--- config.mk ---
export PLATFORM = sky130hd
export DESIGN_NAME = branch_resolver_flat
export DESIGN_NICKNAME = d
export VERILOG_FILES = /design/src/rtl/branch_resolver_if.sv /design/src/rtl/branch_resolver.sv /design/src/flat_wrapper.sv
export SDC_FILE = /design/constraint.sdc
export NUM_CORES = 1
export LEC_CHECK = 0
export CORE_MARGIN = 4
export CORE_UTILIZATION = 55
export CTS_BUF_LIST = sky130_fd_sc_hd__clkbuf_4 sky130_fd_sc_hd__clkbuf_8
export DETAILED_ROUTE_END_ITERATION = 10
export PLACE_DENSITY = 0.95
export SYNTH_ARGS = -nofsm -noshare
export SYNTH_HDL_FRONTEND = slang
export SYNTH_SLANG_ARGS = --single-unit
--- constraint.sdc ---
create_clock -name i_clk -period 13.8 [get_ports i_clk]
set_input_delay 2.07 -clock i_clk [delete_from_list [all_inputs] [get_ports i_clk]]
set_output_delay 2.07 -clock i_clk [all_outputs]
set_load 0.02 [all_outputs]
--- src/rtl/branch_resolver_if.sv ---
// ----------------------------------------------------------------------------
// branch_resolver_if
//   Request/response bundle between the ID-stage control and the branch
//   resolver.
//   master : ID-stage control. Drives the request, operands, PC and flush.
//            Receives stall, resolve, taken, target, busy and timeout.
//   slave  : branch_resolver. It sees the same signals in the opposite
//            direction.
//   Signals:
//     i_branch_valid       request qualifier (one cycle)
//     i_mode[2:0]          branch condition select
//     i_rs, i_rt           forwarded operand values
//     i_rs_ready,
//     i_rt_ready           operand holds its final value this cycle
//     i_pc_next            PC+4 of the branch
//     i_offset             sign-extended, pre-shifted immediate
//     i_flush              kill the in-flight branch
//     o_stall              hold IF/ID (combinational)
//     o_resolved           one-cycle result strobe
//     o_taken, o_target    registered result, held between resolves
//     o_busy               a branch is latched and unresolved
//     o_timeout            sticky operand-wait overrun flag
// ----------------------------------------------------------------------------
interface branch_resolver_if #(
  parameter int unsigned RBITS  = 32,
  parameter int unsigned PCBITS = 32
);

  logic              i_branch_valid;
  logic [2:0]        i_mode;
  logic [RBITS-1:0]  i_rs;
  logic [RBITS-1:0]  i_rt;
  logic              i_rs_ready;
  logic              i_rt_ready;
  logic [PCBITS-1:0] i_pc_next;
  logic [PCBITS-1:0] i_offset;
  logic              i_flush;

  logic              o_stall;
  logic              o_resolved;
  logic              o_taken;
  logic [PCBITS-1:0] o_target;
  logic              o_busy;
  logic              o_timeout;

  // ID-stage control side
  modport master (
    output i_branch_valid, i_mode, i_rs, i_rt, i_rs_ready, i_rt_ready,
           i_pc_next, i_offset, i_flush,
    input  o_stall, o_resolved, o_taken, o_target, o_busy, o_timeout
  );

  // Resolver side
  modport slave (
    input  i_branch_valid, i_mode, i_rs, i_rt, i_rs_ready, i_rt_ready,
           i_pc_next, i_offset, i_flush,
    output o_stall, o_resolved, o_taken, o_target, o_busy, o_timeout
  );

endinterface

--- src/rtl/branch_resolver.sv ---
// ----------------------------------------------------------------------------
// branch_resolver
//   ID-stage branch resolution for six MIPS conditions: BEQ, BNE, BLEZ, BGTZ,
//   BLTZ and BGEZ. A request is accepted in IDLE or DONE. If the forwarded
//   operands it needs are not ready yet, the unit parks in WAIT and stalls
//   the front end until they are. The taken/target result is registered and
//   announced by a one-cycle o_resolved pulse in DONE. A flush from a later
//   stage drops the branch.
//
//   Parameters:
//     RBITS    register operand width
//     PCBITS   program counter / target width
//     MAX_WAIT operand-wait cycles tolerated before o_timeout is raised
//   Ports:
//     i_clk    rising-edge clock
//     i_reset  asynchronous, active-high reset
//     br       branch_resolver_if.slave (request, operands, flush, results)
// ----------------------------------------------------------------------------
module branch_resolver #(
  parameter int unsigned RBITS    = 32,
  parameter int unsigned PCBITS   = 32,
  parameter int unsigned MAX_WAIT = 15
) (
  input  logic               i_clk,
  input  logic               i_reset,
  branch_resolver_if.slave   br
);

  // Counter must be able to hold MAX_WAIT+1 (its saturation value)
  localparam int unsigned CNT_W = $clog2(MAX_WAIT + 2);

  localparam logic [2:0] MODE_BEQ  = 3'b000;
  localparam logic [2:0] MODE_BNE  = 3'b001;
  localparam logic [2:0] MODE_BLEZ = 3'b010;
  localparam logic [2:0] MODE_BGTZ = 3'b011;
  localparam logic [2:0] MODE_BLTZ = 3'b100;
  localparam logic [2:0] MODE_BGEZ = 3'b101;

  typedef enum logic [1:0] {
    ST_IDLE = 2'b00,
    ST_WAIT = 2'b01,
    ST_DONE = 2'b10
  } state_e;

  state_e            state_q, state_d;
  logic [2:0]        mode_q, mode_d;
  logic [PCBITS-1:0] pc_q, pc_d;
  logic [PCBITS-1:0] off_q, off_d;
  logic [CNT_W-1:0]  cnt_q, cnt_d;
  logic              taken_q, taken_d;
  logic [PCBITS-1:0] target_q, target_d;
  logic              timeout_q, timeout_d;

  logic              accept_c;
  logic              stall_c;
  logic              busy_c;

  // Operands the given mode needs. Reserved modes need none.
  function automatic logic ops_ready(input logic [2:0] mode,
                                     input logic       rs_rdy,
                                     input logic       rt_rdy);
    logic rdy;
    case (mode)
      MODE_BEQ, MODE_BNE:                       rdy = rs_rdy & rt_rdy;
      MODE_BLEZ, MODE_BGTZ, MODE_BLTZ, MODE_BGEZ: rdy = rs_rdy;
      default:                                  rdy = 1'b1;
    endcase
    return rdy;
  endfunction

  // Branch condition. The single-operand modes use a signed compare of rs
  // against zero, which reduces to the sign bit and an all-zero test.
  function automatic logic cond_taken(input logic [2:0]       mode,
                                      input logic [RBITS-1:0] rs,
                                      input logic [RBITS-1:0] rt);
    logic neg;
    logic zero;
    logic tk;
    neg  = rs[RBITS-1];
    zero = (rs == '0);
    case (mode)
      MODE_BEQ:  tk = (rs == rt);
      MODE_BNE:  tk = (rs != rt);
      MODE_BLEZ: tk = neg | zero;
      MODE_BGTZ: tk = ~neg & ~zero;
      MODE_BLTZ: tk = neg;
      MODE_BGEZ: tk = ~neg;
      default:   tk = 1'b0;
    endcase
    return tk;
  endfunction

  // State and datapath registers
  always_ff @(posedge i_clk or posedge i_reset) begin
    if (i_reset) begin
      state_q   <= ST_IDLE;
      mode_q    <= 3'b000;
      pc_q      <= '0;
      off_q     <= '0;
      cnt_q     <= '0;
      taken_q   <= 1'b0;
      target_q  <= '0;
      timeout_q <= 1'b0;
    end else begin
      state_q   <= state_d;
      mode_q    <= mode_d;
      pc_q      <= pc_d;
      off_q     <= off_d;
      cnt_q     <= cnt_d;
      taken_q   <= taken_d;
      target_q  <= target_d;
      timeout_q <= timeout_d;
    end
  end

  // Next-state, datapath update and combinational stall/busy
  always_comb begin
    state_d   = state_q;
    mode_d    = mode_q;
    pc_d      = pc_q;
    off_d     = off_q;
    cnt_d     = cnt_q;
    taken_d   = taken_q;
    target_d  = target_q;
    timeout_d = timeout_q;
    stall_c   = 1'b0;
    busy_c    = 1'b0;

    // WAIT owns the latched branch. A request arriving with a flush, or
    // while reset is held, is never accepted.
    accept_c = br.i_branch_valid && !br.i_flush && !i_reset
               && (state_q != ST_WAIT);

    case (state_q)
      ST_IDLE, ST_DONE: begin
        if (accept_c) begin
          busy_c = 1'b1;
          mode_d = br.i_mode;
          pc_d   = br.i_pc_next;
          off_d  = br.i_offset;
          if (ops_ready(br.i_mode, br.i_rs_ready, br.i_rt_ready)) begin
            state_d  = ST_DONE;
            cnt_d    = '0;
            taken_d  = cond_taken(br.i_mode, br.i_rs, br.i_rt);
            target_d = br.i_pc_next + br.i_offset;
          end else begin
            // The accept cycle is already the first stalled cycle, so the
            // cleared counter counts it immediately.
            state_d = ST_WAIT;
            stall_c = 1'b1;
            cnt_d   = CNT_W'(1);
          end
        end else begin
          state_d = ST_IDLE;
        end
      end

      ST_WAIT: begin
        busy_c = 1'b1;
        if (ops_ready(mode_q, br.i_rs_ready, br.i_rt_ready)) begin
          state_d  = ST_DONE;
          taken_d  = cond_taken(mode_q, br.i_rs, br.i_rt);
          target_d = pc_q + off_q;
        end else begin
          stall_c = 1'b1;
          if (cnt_q < CNT_W'(MAX_WAIT + 1)) begin
            cnt_d = cnt_q + CNT_W'(1);
          end
        end
      end

      default: begin
        state_d = ST_IDLE;
      end
    endcase

    // Flush overrides everything above. The branch is dropped and the
    // previous result is kept.
    if (br.i_flush) begin
      state_d  = ST_IDLE;
      mode_d   = mode_q;
      pc_d     = pc_q;
      off_d    = off_q;
      cnt_d    = cnt_q;
      taken_d  = taken_q;
      target_d = target_q;
      stall_c  = 1'b0;
      busy_c   = 1'b0;
    end

    // Sticky overrun flag. It only reports; the wait continues.
    timeout_d = timeout_q || (cnt_d > CNT_W'(MAX_WAIT));
  end

  assign br.o_stall    = stall_c;
  assign br.o_busy     = busy_c;
  assign br.o_resolved = (state_q == ST_DONE);
  assign br.o_taken    = taken_q;
  assign br.o_target   = target_q;
  assign br.o_timeout  = timeout_q;

endmodule

--- src/flat_wrapper.sv ---
// flat-port wrapper written by rule: the top's interface ports become plain ports
module branch_resolver_flat 
#(
  parameter int unsigned RBITS    = 32,
  parameter int unsigned PCBITS   = 32,
  parameter int unsigned MAX_WAIT = 15
)
  (i_clk, i_reset, br_i_branch_valid, br_i_mode, br_i_rs, br_i_rt, br_i_rs_ready, br_i_rt_ready, br_i_pc_next, br_i_offset, br_i_flush, br_o_stall, br_o_resolved, br_o_taken, br_o_target, br_o_busy, br_o_timeout);
  branch_resolver_if #(.RBITS(RBITS), .PCBITS(PCBITS)) br_i ();
  input  logic i_clk;
  input  logic i_reset;
  input wire logic [$bits(br_i.i_branch_valid)-1:0] br_i_branch_valid;
  input wire logic [$bits(br_i.i_mode)-1:0] br_i_mode;
  input wire logic [$bits(br_i.i_rs)-1:0] br_i_rs;
  input wire logic [$bits(br_i.i_rt)-1:0] br_i_rt;
  input wire logic [$bits(br_i.i_rs_ready)-1:0] br_i_rs_ready;
  input wire logic [$bits(br_i.i_rt_ready)-1:0] br_i_rt_ready;
  input wire logic [$bits(br_i.i_pc_next)-1:0] br_i_pc_next;
  input wire logic [$bits(br_i.i_offset)-1:0] br_i_offset;
  input wire logic [$bits(br_i.i_flush)-1:0] br_i_flush;
  output wire logic [$bits(br_i.o_stall)-1:0] br_o_stall;
  output wire logic [$bits(br_i.o_resolved)-1:0] br_o_resolved;
  output wire logic [$bits(br_i.o_taken)-1:0] br_o_taken;
  output wire logic [$bits(br_i.o_target)-1:0] br_o_target;
  output wire logic [$bits(br_i.o_busy)-1:0] br_o_busy;
  output wire logic [$bits(br_i.o_timeout)-1:0] br_o_timeout;
  assign br_i.i_branch_valid = br_i_branch_valid;
  assign br_i.i_mode = br_i_mode;
  assign br_i.i_rs = br_i_rs;
  assign br_i.i_rt = br_i_rt;
  assign br_i.i_rs_ready = br_i_rs_ready;
  assign br_i.i_rt_ready = br_i_rt_ready;
  assign br_i.i_pc_next = br_i_pc_next;
  assign br_i.i_offset = br_i_offset;
  assign br_i.i_flush = br_i_flush;
  assign br_o_stall = br_i.o_stall;
  assign br_o_resolved = br_i.o_resolved;
  assign br_o_taken = br_i.o_taken;
  assign br_o_target = br_i.o_target;
  assign br_o_busy = br_i.o_busy;
  assign br_o_timeout = br_i.o_timeout;
  branch_resolver #(.RBITS(RBITS), .PCBITS(PCBITS), .MAX_WAIT(MAX_WAIT)) u_core (.i_clk(i_clk), .i_reset(i_reset), .br(br_i));
endmodule
Word-level counts from Yosys, hierarchy flattened
Cells that the tools add are included.
W data, S select, Z words.
{ "classes": {"addsub": 3, "order_cmp": 2, "eq_ne": 19, "muxes": 34, "bitwise": 6, "n_reduce_logical": 18} }
{ "ops": {"columns": ["op", "n"], "rows": [
  ["$mux W32", 3],
  ["$add A32 B32 Y32", 2],
  ["$pmux W32 S2", 1],
  ["$eq A32 B32 Y1", 1],
  ["$logic_not A32 Y1", 1],
  ["$ne A32 B32 Y1", 1],
  ["$mux W5", 4],
  ["$mux W1", 13],
  ["$eq A3 B2 Y1 const B", 4],
  ["$eq A3 B3 Y1 const B", 4],
  ["$pmux W1 S6", 2],
  ["$pmux W1 S2", 5],
  ["$pmux W5 S2", 1],
  ["$mux W2", 4],
  ["$ne A2 B1 Y1 const B", 4],
  ["$reduce_or A4 Y1", 2],
  ["$eq A3 B1 Y1 const B", 2],
  ["$logic_not A3 Y1", 2],
  ["$reduce_or A2 Y1", 3],
  ["$add A5 B1 Y5 const B", 1],
  ["$gt A5 B4 Y1 const B", 1],
  ["$lt A5 B5 Y1 const B", 1],
  ["$reduce_and A5 Y1", 1],
  ["$pmux W2 S2", 1],
  ["other kinds (12)", 18]
]} }
{ "totals": {"reg_bits": 108, "in_bits": 137, "output_inout_bits": 37, "word_cells": 90} }

Logic depth before layout (Yosys ltp)
Gate-level depths: netlist of run 1.
{ "logic_depth": {"ltp_word": 12, "mapped_depth": 11, "ltp_nobuf": 11} }

Least setup slack after synthesis of run 1
No wires, ideal clock.
{ "synth_path": {"path_kind": "in2out", "start": "input port i_reset", "end": "output port br_o_stall", "arrival_time_ns": 5.411, "setup_slack_ns": 6.319, "path_stages": 4, "cell_sequence": "inv_1 -> nand3b_1 -> o32a_1 -> nor2_1"} }
{ "synth_via": {"elab_chain_cells": 6} }
{ "synth_rtl": {"columns": ["item", "line", "source"], "rows": [
  ["start: declaration", "flat_wrapper.sv:11", "input logic i_reset;"],
  ["$logic_not A1 Y1", "branch_resolver.sv:131", "accept_c = br.i_branch_valid && !br.i_flush && !i_reset"],
  ["$logic_and A1 B1 Y1", "branch_resolver.sv:131", null],
  ["$logic_and A1 B1 Y1", "branch_resolver.sv:132", "&& (state_q != ST_WAIT);"],
  ["$mux W1", "branch_resolver.sv:136", "if (accept_c) begin"],
  ["$pmux W1 S2", "branch_resolver.sv:134", "case (state_q)"],
  ["$mux W1", "branch_resolver.sv:179", "if (br.i_flush) begin"],
  ["end: declaration", "flat_wrapper.sv:21", "output wire logic [$bits(br_i.o_stall)-1:0] br_o_stall;"]
]} }
No other way between the ends.

Worst setup path in the final report of run 1
Same ends and word-level chain as after synthesis.

==> flow_summary_export.csv, run 1 <==
group,metric,value,unit
timing,finalSetupTns,0,ns
final_layout,fin_nets,1245,
yosys,syn_avg_cell_area,9.41,um^2
floorplanning,dieWidth,131,um
cts,numCtsBuffers,9,
yosys,synthesis.nets,1083,
floorplanning,die_h,131,um
critical_path,arrival,4.30,ns
final_layout,final.fill_count,1106,
timing,setup_viol,0,
power_and_ir_drop,fin_total_pwr,1.36,mW
timing,rsz0062_at_grt,"false",
timing,fmax,0.157,GHz
cts,postCtsHoldBufs,0,
placed_design,numPortBuffers,173,
global_routing,overflow,0,
timing,setup_slack,7.43,ns
route,viasPerCell,6.38,
outcome,status,"finished, final reports clean",
timing,worstMarginPinSlew,1.09,ns
power_and_ir_drop,p_leak,4.31,nW
yosys,synth_area,8290,um^2
route,drt-initial-drc-count,753,
yosys,synth-seq-cells,108,
route,num_vias,7855,
placed_design,dp_hpwl,18900,um
timing,slew_viol_final,0,
floorplanning,coreArea,14600,um^2
global_routing,grt_pass1_vias,7637,
critical_path,critPathKind,"in2out",
route,drc,0,
hold_path,hp-class,"reg2reg",
cts,clk_latency,0.40,ns
yosys,yosysWarnings,0,
global_routing,antenna_found_initial,0,
yosys,synth-seq-area-share,0.326,
yosys,synthCells,881,
yosys,synth_ff_type,"dfrtp_1",
floorplanning,dieArea,17100,um^2
route,ant_nets,0,
timing,period_share,0.462,
cts,clock_path_buffers,2,
power_and_ir_drop,ir_worst_vdd,0.0758,mV
critical_path,slowest_stage,"clkdlybuf4s50_1",
critical_path,cp-end-kind,"output pin",
critical_path,max_stage_delay,0.63,ns
cts,clk_pin_slew_worst_paths,0.09,ns
critical_path,critPathLaunchType,"input port",
global_routing,grt_max_degree,79,
route,drt_first_pass_iters,5,
critical_path,worstPathCellList,"clkdlybuf4s50_1 -> inv_4 -> nand3b_1 -> o32a_1 -> nor2_1 -> clkdlybuf4s50_1",
critical_path,critPathMaxFanout,32,
cts,ctsHtreeMaxLevel,3,
route,routed_wl,24700,um
job,drv_cap,0,
hold_path,hold_path_startpoint,"u_core.br.o_timeout",
cts,cts_tree,"yes",
final_layout,drive_above_1_share,0.114,
timing,relSlewSlack,0.272,
route,wl_per_cell,20.0,um
global_routing,grt_pass1_wl,37700,um
timing,final_hold_viol_count,0,
placed_design,pre_cts_ws,7.43,ns
cts,cts_resized,0,
floorplanning,ios,174,
yosys,synth_cell_type_count,82,
cts,cts_setup_buffers,0,
critical_path,crit_top_cell,"clkdlybuf4s50_1",
critical_path,required,11.73,ns
floorplanning,rows,44,
yosys,async_flop_share,1.00,
timing,fin_hold_ws,0.485,ns
critical_path,reg2reg_from,"u_core.off_q[0]",
final_layout,antenna_cells,0,
critical_path,cp-startpoint,"i_reset",
power_and_ir_drop,powerDensity,131,nW/um^2
cts,cts-root-buf,"clkbuf_8",
timing,finalCriticalPeriod,6.37,ns
placed_design,place.gp.congestion,0.939,
cts,cts.sinks,108,
yosys,synth_edf_count,0,
floorplanning,start_util,0.566,
final_layout,syn_to_final_growth,24.9,%
timing,fin_skew,0.0179,ns
global_routing,grtUsageTotal,0.279,
## through the flow
stage | utilization | instance area (um^2) | std cells
after CTS | 0.708 | 10400 | 1232
after global routing | 0.708 | 10400 | 1232
after detailed placement | 0.694 | 10200 | 1216
final | 0.708 | 10400 | 1232
after floorplan | - | 8290 | 881
after global placement | 0.694 | 10200 | 1216
## sequential cells by signal, summed over array words and instances (netlist names)
signal and flops:
u_core.br.o_taken 1, u_core.cnt_q 5, u_core.mode_q 3, u_core.pc_q 32
u_core.off_q 32, u_core.br.o_timeout 1, u_core.state_q 2, u_core.br.o_target 32
## worst max-delay path: cells and delay by family
kind | cells | cell delay [ns]
compound gates | 1 | 0.41
simple gates | 2 | 0.39
buf+inv | 3 | 1.43
## per-layer routing
metal,share of wire,global-route usage
met3,0.092,0.0565
met1,0.38,0.326
met5,0,0
met2,0.48,0.483
met4,0.044,0.148
## cells in the final DEF (no fill, tap or decap), drive strengths merged, types with 13 or more instances in the layout
master         count
nand3             15
dfrtp            108
inv               25
nor4              16
a21oi             68
a31oi             19
nand4             20
mux2              66
ha                63
clkbuf            13
o21ai             64
nand2             67
xor2              15
nor2              48
xnor2             64
clkdlybuf4s50    173
a21o              26
## synthesized netlist by cell type (all sizes together) (8+ instances only)
| cell | n | area, um^2 |
|---|---|---|
| dfrtp | 108 | 2700 |
| a21oi | 68 | 348 |
| nand2 | 67 | 254 |
| mux2 | 66 | 743 |
| o21ai | 64 | 324 |
| xnor2 | 64 | 561 |
| ha | 63 | 788 |
| nor2 | 48 | 180 |
| a21o | 26 | 198 |
| inv | 25 | 98.8 |
| nand4 | 20 | 125 |
| a31oi | 19 | 134 |
| clkbuf | 18 | 87.6 |
| nor4 | 16 | 115 |
| nand3 | 15 | 75.1 |
| xor2 | 15 | 131 |
| nor3 | 12 | 60.1 |
| or3 | 12 | 82.6 |
| and3 | 11 | 68.8 |
| buf | 9 | 46.3 |
| mux2i | 9 | 90.1 |
| nand2b | 9 | 56.3 |
| o21a | 9 | 67.6 |
| o22ai | 9 | 62.6 |
| a211oi | 8 | 65.1 |
## cell type report
cell class	count	area [um^2]	area share
clock buffer	13	173	0.0167
clock inverter	3	20.0	0.00193
inverter	25	101	0.00978
multi-input combinational	721	5370	0.518
sequential	108	2700	0.261
tap	184	230	0.0222
timing repair buffer	178	1770	0.171
## worst paths after layout
| path | cells past startpoint | slack [ns] | to |
|---|---|---|---|
| max | 6 | 7.43 | br_o_stall |
| min | 1 | 0.49 | u_core.br.o_timeout |
| max reg2reg | 11 | 10.58 | u_core.br.o_target[30] |
| min reg2reg | 1 | 0.49 | u_core.br.o_timeout |
| max in group asynchronous | 3 | 10.37 | u_core.off_q[21] |
| min in group asynchronous | 2 | 2.04 | u_core.off_q[5] |
## power breakdown
group	switching (mW)	total, mW	internal, mW
combinational	0.384	0.716	0.333
sequential	0.0540	0.447	0.393
clock	0.111	0.194	0.0824
## logic make-up (layout without fill, tap and decap cells)
logic type                 Yosys count  after routing  share of synthesized area
xor gates and xnor gates            79             79                     0.0834
adders and majority gates           65             65                     0.0999
DFF                                108            108                      0.326
and+or+nand+nor                    234            234                      0.143
buffers and inverters               52            219                     0.0281
muxes                               75             75                      0.100
AOI/OAI and AO/OA                  268            268                      0.220
No activity file was read; power rests on OpenSTA's default activity.
==> run 2: changes to the inputs <==
Settings changed: CORE_UTILIZATION 55 to 49, PLACE_DENSITY 0.95 to 0.9.
Clock period 13.8 ns to 5.6 ns, I/O delays scaled along.
==> run 2 against run 1 <==
  * Final area up 0.40%
  * Via count down 1.3%
  * Clock skew down 0.0044 ns
  * Cell count up 2.8%
  * Flip-flop and latch count unchanged
  * Routed wire length down 0.26%
  * Hold slack worse by 0.00083 ns
  * Die area up 11%
  * Sequential power up 150%
  * Non-clock buffer count unchanged
  * Critical endpoint unchanged
==> flow_summary_export.csv, run 2 (synthesis gave the netlist of run 1 again) <==
group,metric,value,unit
outcome,status,"finished, final reports clean",
critical_path,reg2reg_setup_slack,2.35,ns
final_layout,ff_latch_area,2700,um^2
power_and_ir_drop,p_clk_frac,0.139,
global_routing,grtUsageTotal,0.254,
global_routing,overflow,0,
floorplanning,ios,174,
critical_path,arrival,3.08,ns
timing,setup_viol,0,
global_routing,grt_max_degree,72,
final_layout,post-route-cell-area,10400,um^2
timing,fmax,0.255,GHz
cts,cts_setup_buffers,0,
global_routing,grt_util_met1,0.319,
placed_design,dpl_cell_area,10200,um^2
hold_path,hold_path_startpoint,"u_core.br.o_target[11]",
power_and_ir_drop,p_seq_frac,0.333,
route,drt-initial-drc-count,784,
cts,cts_resized,0,
job,drv_cap,0,
final_layout,final_common_cell,"clkdlybuf4s50_1",
power_and_ir_drop,p_leak,4.31,nW
critical_path,worstReg2RegEnd,"u_core.br.o_target[30]",
final_layout,fin_nets,1245,
final_layout,drive_above_1_share,0.113,
critical_path,path_delay_family,"buffers and inverters",
timing,finalCriticalPeriod,3.92,ns
critical_path,path_buf_inv,3,
critical_path,critPathLaunchType,"input port",
critical_path,critPathMaxFanout,39,
timing,period_share,0.700,
floorplanning,rows,47,
critical_path,reg2reg_from,"u_core.pc_q[0]",
critical_path,crit_cells,6,
power_and_ir_drop,powerDensity,320,nW/um^2
placed_design,dp_hpwl,19300,um
global_routing,top_usage_layer,"met2",
critical_path,critPathKind,"in2out",
global_routing,use_met3,0.0452,
cts,clk_pin_slew_worst_paths,0.09,ns
final_layout,most-common-layout-cells,"clkdlybuf4s50_1 (173), dfrtp_1 (108), mux2_2 (66), nand2_1 (66), a21oi_1 (66)",
power_and_ir_drop,p_sw,1.35,mW
timing,finalSetupTns,0,ns
power_and_ir_drop,pwr-share-comb,0.528,
final_layout,final.fill_count,1394,
timing,worstMarginPinSlew,0.946,ns
power_and_ir_drop,fin_total_pwr,3.33,mW
final_layout,syn_to_final_growth,25.4,%
route,routed_wl,24600,um
global_routing,antenna_found_initial,0,
timing,final_hold_viol_count,0,
timing,slew_viol_final,0,
critical_path,cp-end-kind,"output pin",
critical_path,slowest_stage,"clkdlybuf4s50_1",
hold_path,min_path_cells,2,
cts,numCtsBuffers,9,
floorplanning,dieArea,19100,um^2
route,wl_per_cell,19.4,um
cts,postCtsHoldBufs,0,
floorplanning,start_util,0.500,
route,drc,0,
floorplanning,dieWidth,138,um
cts,clk_latency,0.39,ns
critical_path,rr_worst_depth,11,
route,drt_first_pass_iters,5,
route,ant_nets,0,
floorplanning,coreArea,16600,um^2
critical_path,crit_top_cell,"clkdlybuf4s50_1",
floorplanning,die_h,138,um
global_routing,met2_usage,0.426,
timing,rsz0062_at_grt,"false",
power_and_ir_drop,internal_power,1.98,mW
cts,cts-root-buf,"clkbuf_8",
placed_design,place.gp.congestion,1.05,
critical_path,required,4.76,ns
final_layout,antenna_cells,0,
cts,clock_path_buffers,2,
final_layout,multiInputGateArea,5370,um^2
cts,cts.sinks,108,
timing,fin_skew,0.0135,ns
timing,relSlewSlack,0.370,
route,num_vias,7749,
critical_path,worstPathCellList,"clkdlybuf4s50_1 -> inv_4 -> nand3b_1 -> o32a_1 -> nor2_1 -> clkdlybuf4s50_1",
hold_path,hold_end,"u_core.br.o_target[11]",
placed_design,numPortBuffers,173,
power_and_ir_drop,ir_worst_vdd,0.152,mV
hold_path,hp-class,"reg2reg",
global_routing,grt_pass1_wl,40200,um
cts,cts_tree,"yes",
power_and_ir_drop,switching_share,0.404,
cts,ctsHtreeMaxLevel,3,
route,viasPerCell,6.12,
critical_path,max_stage_delay,0.63,ns
global_routing,grt_pass1_vias,7857,
-- run 2: changes by cell type in the layout (fill, tap and decap cells not counted), sizes merged --
cell,previous run,this run
clkinv,1,2
clkinvlp,2,0
-- run 2: through the flow --
step	cells	hold slack [ns]	worst slack [ns]	util
6_report	1267	0.485	1.68	0.627
5_1_grt	1267	0.519	1.49	0.627
4_1_cts	1267	0.489	1.64	0.627
3_5_place_dp	1252	0.460	1.65	0.617
3_3_place_gp	1252	0.463	1.70	0.617
2_1_floorplan	881	0.469	0.579	-
-- run 2: power groups by stage --
stage	combinational (mW)	sequential (mW)	clock (mW)
finish	1.76	1.11	0.464
global route	1.90	1.13	0.499
CTS	1.73	1.11	0.467
detailed placement	1.73	1.12	0
global placement	1.69	1.11	0
floorplan	1.06	1.18	0
-- run 2: how the worst max path moves through the flow --
stage | start | end | slack, ns
3_3_place_gp | i_reset | br_o_stall | 1.70
6_report | i_reset | br_o_stall | 1.68
2_1_floorplan | i_reset | br_o_stall | 0.58
4_1_cts | i_reset | br_o_stall | 1.64
5_1_grt | i_reset | br_o_stall | 1.49
3_5_place_dp | i_reset | br_o_stall | 1.65
-- run 2: worst min-delay path: cells and delay by family, from the launching register on --
kind | cells | cell delay, ns
compound gates | 1 | 0.06
flops | 1 | 0.35
simple gates | 1 | 0.05
-- run 2: final cells by class --
| type | instances | area share |
|---|---|---|
| Multi-Input combinational cell | 721 | 0.516 |
| Sequential cell | 108 | 0.260 |
| Timing Repair Buffer | 178 | 0.171 |
| Tap cell | 220 | 0.0265 |
| Clock buffer | 13 | 0.0160 |
| Inverter | 25 | 0.00974 |
| Clock inverter | 2 | 0.000962 |
-- run 2: routing by layer --
metal	up-vias	wire length, um
met1	3661	10000
met5	-	0
met2	406	11700
li1	3610	-
met4	0	1060
met3	72	1780
